## src/rtl/fft_pkg.sv

```systemverilog
// Types and sizes shared by the FFT frame sequencer and the stage modules it drives.
package fft_pkg;

    typedef enum logic [2:0] {
        IDLE   = 3'd0,
        LAUNCH = 3'd1,
        WAIT   = 3'd2,
        FINISH = 3'd3,
        ABORT  = 3'd4
    } seq_state_t;

    localparam int FFT_BUF_AW   = 12;
    localparam int FFT_SAMPLE_W = 16;

endpackage

```

## src/rtl/stage_watchdog.sv

```systemverilog
// Per-stage hang detector: counts enabled cycles since the last clear and
// flags the last allowed cycle so the sequencer can abort on the next edge.
module stage_watchdog #(
    parameter int TIMEOUT_CYC = 16384
) (
    input  logic clk,
    input  logic reset_n,
    input  logic clear,
    input  logic en,
    output logic expired
);

    localparam int CW = (TIMEOUT_CYC > 1) ? $clog2(TIMEOUT_CYC) : 1;
    localparam logic [CW-1:0] LAST = CW'(TIMEOUT_CYC - 1);

    logic [CW-1:0] count;

    always_ff @(posedge clk or negedge reset_n) begin
        if (!reset_n) begin
            count <= '0;
        end else if (clear) begin
            count <= '0;
        end else if (en && (count != LAST)) begin
            count <= count + 1'b1;
        end
    end

    assign expired = en && (count == LAST);

endmodule

```

## src/rtl/fft_stage_sequencer.sv

```systemverilog
// Frame controller for the hannify -> ffter -> cart_to_polar chain: launches each
// stage in turn, ping-pongs the sample bank, and records frames, overruns and hangs.
//
//   state  | meaning
//   IDLE   | no frame in flight; accepts a new or pending frame when enabled
//   LAUNCH | one-cycle go pulse to stage idx, watchdog cleared
//   WAIT   | waiting for done of stage idx, watchdog running
//   FINISH | last stage done; frame_done pulse, frame counted
//   ABORT  | stage hung; sticky timeout_err, frame discarded
module fft_stage_sequencer
    import fft_pkg::*;
#(
    parameter int NUM_STAGES  = 3,
    parameter int TIMEOUT_CYC = 16384,
    parameter int CNT_W       = 16
) (
    input  logic                  clk,
    input  logic                  reset_n,
    input  logic                  frame_ready,
    input  logic                  enable,
    input  logic [NUM_STAGES-1:0] stage_done,
    output logic [NUM_STAGES-1:0] stage_go,
    output logic                  bank_sel,
    output logic                  busy,
    output logic                  frame_done,
    output logic                  timeout_err,
    input  logic                  err_clr,
    output logic [CNT_W-1:0]      frame_cnt,
    output logic [CNT_W-1:0]      overrun_cnt
);

    localparam int IDX_W = (NUM_STAGES > 1) ? $clog2(NUM_STAGES) : 1;
    localparam logic [IDX_W-1:0] LAST_IDX = IDX_W'(NUM_STAGES - 1);

    seq_state_t            state;
    logic [IDX_W-1:0]      idx;
    logic                  pending;
    logic [NUM_STAGES-1:0] done_q;
    logic                  wd_expired;
    logic                  accept;
    logic                  drop_frame;
    logic                  cur_done;

    // Done pulses are registered once, which also places the next go two cycles after a done.
    always_comb begin
        cur_done = 1'b0;
        for (int k = 0; k < NUM_STAGES; k++) begin
            if (idx == IDX_W'(k)) begin
                cur_done = done_q[k];
            end
        end
    end

    always_comb begin
        stage_go = '0;
        for (int k = 0; k < NUM_STAGES; k++) begin
            stage_go[k] = (state == LAUNCH) && (idx == IDX_W'(k));
        end
    end

    assign accept     = (state == IDLE) && (frame_ready || pending) && enable;
    // A disabled idle sequencer ignores frames outright; everywhere else a second waiting frame is lost.
    assign drop_frame = frame_ready && pending && ((state != IDLE) || enable);

    stage_watchdog #(
        .TIMEOUT_CYC(TIMEOUT_CYC)
    ) u_watchdog (
        .clk    (clk),
        .reset_n(reset_n),
        .clear  (state != WAIT),
        .en     (state == WAIT),
        .expired(wd_expired)
    );

    always_ff @(posedge clk or negedge reset_n) begin
        if (!reset_n) begin
            state       <= IDLE;
            idx         <= '0;
            pending     <= 1'b0;
            done_q      <= '0;
            bank_sel    <= 1'b0;
            busy        <= 1'b0;
            frame_done  <= 1'b0;
            timeout_err <= 1'b0;
            frame_cnt   <= '0;
            overrun_cnt <= '0;
        end else begin
            done_q     <= stage_done;
            frame_done <= 1'b0;

            if (accept) begin
                pending <= 1'b0;
            end else if ((state != IDLE) && frame_ready) begin
                pending <= 1'b1;
            end

            // A coincident clear still records the new drop.
            if (drop_frame) begin
                if (err_clr) begin
                    overrun_cnt <= CNT_W'(1);
                end else if (overrun_cnt != '1) begin
                    overrun_cnt <= overrun_cnt + 1'b1;
                end
            end else if (err_clr) begin
                overrun_cnt <= '0;
            end

            if (state == ABORT) begin
                timeout_err <= 1'b1;
            end else if (err_clr) begin
                timeout_err <= 1'b0;
            end

            unique case (state)
                IDLE: begin
                    if (accept) begin
                        bank_sel <= ~bank_sel;
                        idx      <= '0;
                        busy     <= 1'b1;
                        state    <= LAUNCH;
                    end
                end
                LAUNCH: begin
                    state <= WAIT;
                end
                WAIT: begin
                    if (cur_done) begin
                        if (idx == LAST_IDX) begin
                            frame_done <= 1'b1;
                            state      <= FINISH;
                        end else begin
                            idx   <= idx + 1'b1;
                            state <= LAUNCH;
                        end
                    end else if (wd_expired) begin
                        state <= ABORT;
                    end
                end
                FINISH: begin
                    frame_cnt <= frame_cnt + 1'b1;
                    busy      <= 1'b0;
                    state     <= IDLE;
                end
                ABORT: begin
                    busy  <= 1'b0;
                    state <= IDLE;
                end
                default: begin
                    state <= IDLE;
                end
            endcase
        end
    end

endmodule
```

## config.mk

```make
export PLATFORM = sky130hd
export DESIGN_NAME = fft_stage_sequencer
export DESIGN_NICKNAME = d
export VERILOG_FILES = /design/src/rtl/fft_pkg.sv /design/src/rtl/stage_watchdog.sv /design/src/rtl/fft_stage_sequencer.sv
export SDC_FILE = /design/constraint.sdc
export NUM_CORES = 1
export LEC_CHECK = 0
export ABC_AREA = 1
export BUFFER_PORTS_ARGS = -buffer_cell sky130_fd_sc_hd__buf_2
export CELL_PAD_IN_SITES_DETAIL_PLACEMENT = 0
export CELL_PAD_IN_SITES_GLOBAL_PLACEMENT = 2
export CORE_MARGIN = 8
export CORE_UTILIZATION = 25
export DETAILED_ROUTE_END_ITERATION = 16
export GPL_TIMING_DRIVEN = 1
export PLACE_DENSITY = 0.64
export SLEW_MARGIN = 5
export SYNTH_ARGS = -nofsm -noshare
export SYNTH_HDL_FRONTEND = slang
export SYNTH_SLANG_ARGS = --single-unit
```

## constraint.sdc

```tcl
create_clock -name clk -period 2.2 [get_ports clk]
set_input_delay 0.22 -clock clk [delete_from_list [all_inputs] [get_ports clk]]
set_output_delay 0.22 -clock clk [all_outputs]
set_load 0.02 [all_outputs]
```

==> results.json <==
{
  "multi_input_area_um2": 1610,
  "fp.dieArea_um2": 17100,
  "vdd_drop_max_v": 0.000530,
  "fin_cells": 686,
  "dieHeight_um": 131,
  "drt_iter0_drc": 133,
  "path_max_fanout": 16,
  "io_buffers": 46,
  "required_ps": 2470,
  "hold_depth": 4,
  "placed_cell_area_um2": 3760,
  "syn2layout_area_growth_pct": 25.1,
  "fin_skew_ps": 5.97,
  "grt_antenna_before_repair": 0,
  "die_w_um": 131,
  "worst_pin_slew_ps": 682,
  "cts_tree": "built",
  "synth_xor_xnor_area_share_pct": 4.26,
  "synth.area.mux_share_pct": 0,
  "gr-total-overflow": 0,
  "ys_seq_area_share_pct": 44.8,
  "setup_viol": 0,
  "hold_viol_final": 0,
  "grt_pass1_vias": 2992,
  "syn-num-nets": 456,
  "antenna_left": 0,
  "synth_top_family_by_area": "simple AND/OR/NAND/NOR gates",
  "power_density_nw_per_um2": 895,
  "end_kind": "flip-flop",
  "synth-edff-count": 0,
  "diodes": 0,
  "fin_crit_sh_pct": 79.7,
  "synth_compound_area_share_pct": 3.19,
  "synthTopCellsByArea": "dfrtp_1, nand2_1, nor2_1",
  "synth-seq-cells": 59,
  "clockBufferDepth": 2,
  "dp_cells": 667,
  "syn_area_per_cell_um2": 7.45,
  "r2r_cells": 9,
  "grt_usage_pct": 11.5,
  "synthFlopType": "dfrtp_1",
  "synth-adder-area-share_pct": 2.28,
  "place_congestion": 0.739,
  "rows": 42,
  "synth-simple-area-share_pct": 39.0,
  "wl_per_cell_um": 12.9,
  "core_um2": 13000,
  "status": "complete, no violations",
  "clk_pin_slew_ps": 50,
  "grt_setup_unrepaired": "false",
  "ys.warnings.count": 0,
  "crit_arrival_ps": 2030,
  "grt_pass1_wl_um": 15000,
  "wirelength_um": 8860,
  "vias": 2928,
  "drive_above_1_share_pct": 17.3,
  "start_util_pct": 25.3,
  "slew_headroom_pct": 54.5,
  "cts.repair.resized": 0,
  "numCtsBuffers": 9,
  "dp_slack_ps": 428,
  "fin_ws_ps": 446,
  "dp_hpwl_um": 6610,
  "post-route-util_pct": 31.6,
  "fmaxAchievable_mhz": 570,
  "num_io_pins": 47,
  "yosysTopAreaCellShare_pct": 44.8,
  "critical_path_class": "flip-flop to flip-flop",
  "finalSetupTns_ps": 0,
  "synthTopCellsByCount": "nand2_1, dfrtp_1, nor2_1",
  "drcViolationCount": 0,
  "final_max_slew_viol_count": 0,
  "synth.most_common_cell": "nand2_1",
  "regArea_um2": 1480,
  "nFillCells": 1455,
  "ys_types": 28,
  "clkLatencyLatePin_ps": 330,
  "drt_first_pass_iters": 4,
  "final_area_um2": 4120,
  "start_kind": "flip-flop",
  "htreeDepth": 3,
  "power.leakage_nw": 2.10,
  "finalNetCount": 520,
  "min_period_ps": 1750,
  "grt_max_degree": 29,
  "yosysTopAreaCell": "dfrtp_1",
  "numClockSinks": 59,
  "root_buffer": "clkbuf_16",
  "postSynth.asyncResetShare_pct": 100,
  "synth_area_um2": 3290,
  "synthCells": 442,
  "drv_cap": 0,
  "hold_path_class": "input port to flip-flop",
  "viasPerCell": 4.27
}
per-stage QoR:
stage	power, mW	hold slack [ps]
floorplan	1.92	-75.6
global placement	2.24	302
detailed placement	2.23	318
CTS	3.76	199
global route	3.93	228
finish	3.69	201
final timing paths:
| check | startpoint | endpoint | slack (ps) |
|---|---|---|---|
| setup / recovery | overrun_cnt[0] | overrun_cnt[1] | 450 |
| hold / removal | enable | pending | 200 |
| setup reg to reg | overrun_cnt[0] | overrun_cnt[1] | 450 |
| hold reg to reg | timeout_err | timeout_err | 480 |
| max in group asynchronous | reset_n | frame_cnt[7] | 1030 |
| min in group asynchronous | reset_n | frame_cnt[10] | 460 |
routing by layer:
metal | wire, µm | up-vias | GRT usage [%]
li1 | - | 1526 | -
met1 | 4370 | 1351 | 15.0
met2 | 3940 | 40 | 16.9
met3 | 376 | 11 | 3.69
met4 | 167 | 0 | 5.27
met5 | 0 | - | 0
worst max-delay path, stage by stage (launching register included):
cell     delay (ps)
dfrtp_1         470
ha_1            260
nand2_1         120
nor2_4          150
nand2_2         100
nor2_4          160
nand2_2          90
nand2_4         190
nand2_1          80
nand2_1          70
report_power, final:
group / internal [mW] / total (mW) / switching [mW]
clock network: 0.994 / 1.49 / 0.497
registers: 1.21 / 1.35 / 0.135
logic: 0.277 / 0.851 / 0.574
registers in the layout (all words and copies together) (netlist names):
register and flops:
overrun_cnt 16, timeout_err 1, frame_cnt 16, busy 1, idx 2, done_q 3, frame_done 1, state 3
u_watchdog.count 14, pending 1, bank_sel 1
logic make-up (layout without fill, tap and decap cells):
| logic type | after synthesis | in the layout |
|---|---|---|
| xor+xnor | 16 | 16 |
| buf+inv | 54 | 122 |
| flops | 59 | 59 |
| simple gates | 289 | 289 |
| fa+ha+maj | 6 | 6 |
| compound gates | 18 | 18 |
layout make-up:
cell class | instances | area share (%)
inverter | 52 | 4.74
clock inverter | 1 | 0.729
sequential | 59 | 35.8
timing repair buffer | 55 | 7.47
multi-input combinational | 329 | 39.0
clock buffer | 14 | 6.90
tap | 176 | 5.35
cells in the final DEF, fill, tap and decap left out, types with 4 or more instances in the layout:
| master | n |
|---|---|
| nand3_1 | 34 |
| xor2_1 | 5 |
| nor2_1 | 49 |
| dlygate4sd3_1 | 4 |
| inv_1 | 48 |
| nor2_2 | 4 |
| xnor2_1 | 11 |
| dfrtp_1 | 59 |
| clkbuf_16 | 9 |
| nand2_2 | 4 |
| buf_2 | 46 |
| ha_1 | 6 |
| nand2_1 | 162 |
| nand4_1 | 18 |
| nor3_1 | 5 |
| nor2_4 | 4 |
| clkbuf_8 | 4 |
| o21ai_0 | 9 |
| buf_4 | 5 |
what timing repair did:
action / 4_1_cts / 5_1_grt
hold endpoints to repair: 28 / 0
setup buffers: 0 / 0
hold buffers: 4 / 0
(Power assumes the default switching activity.)
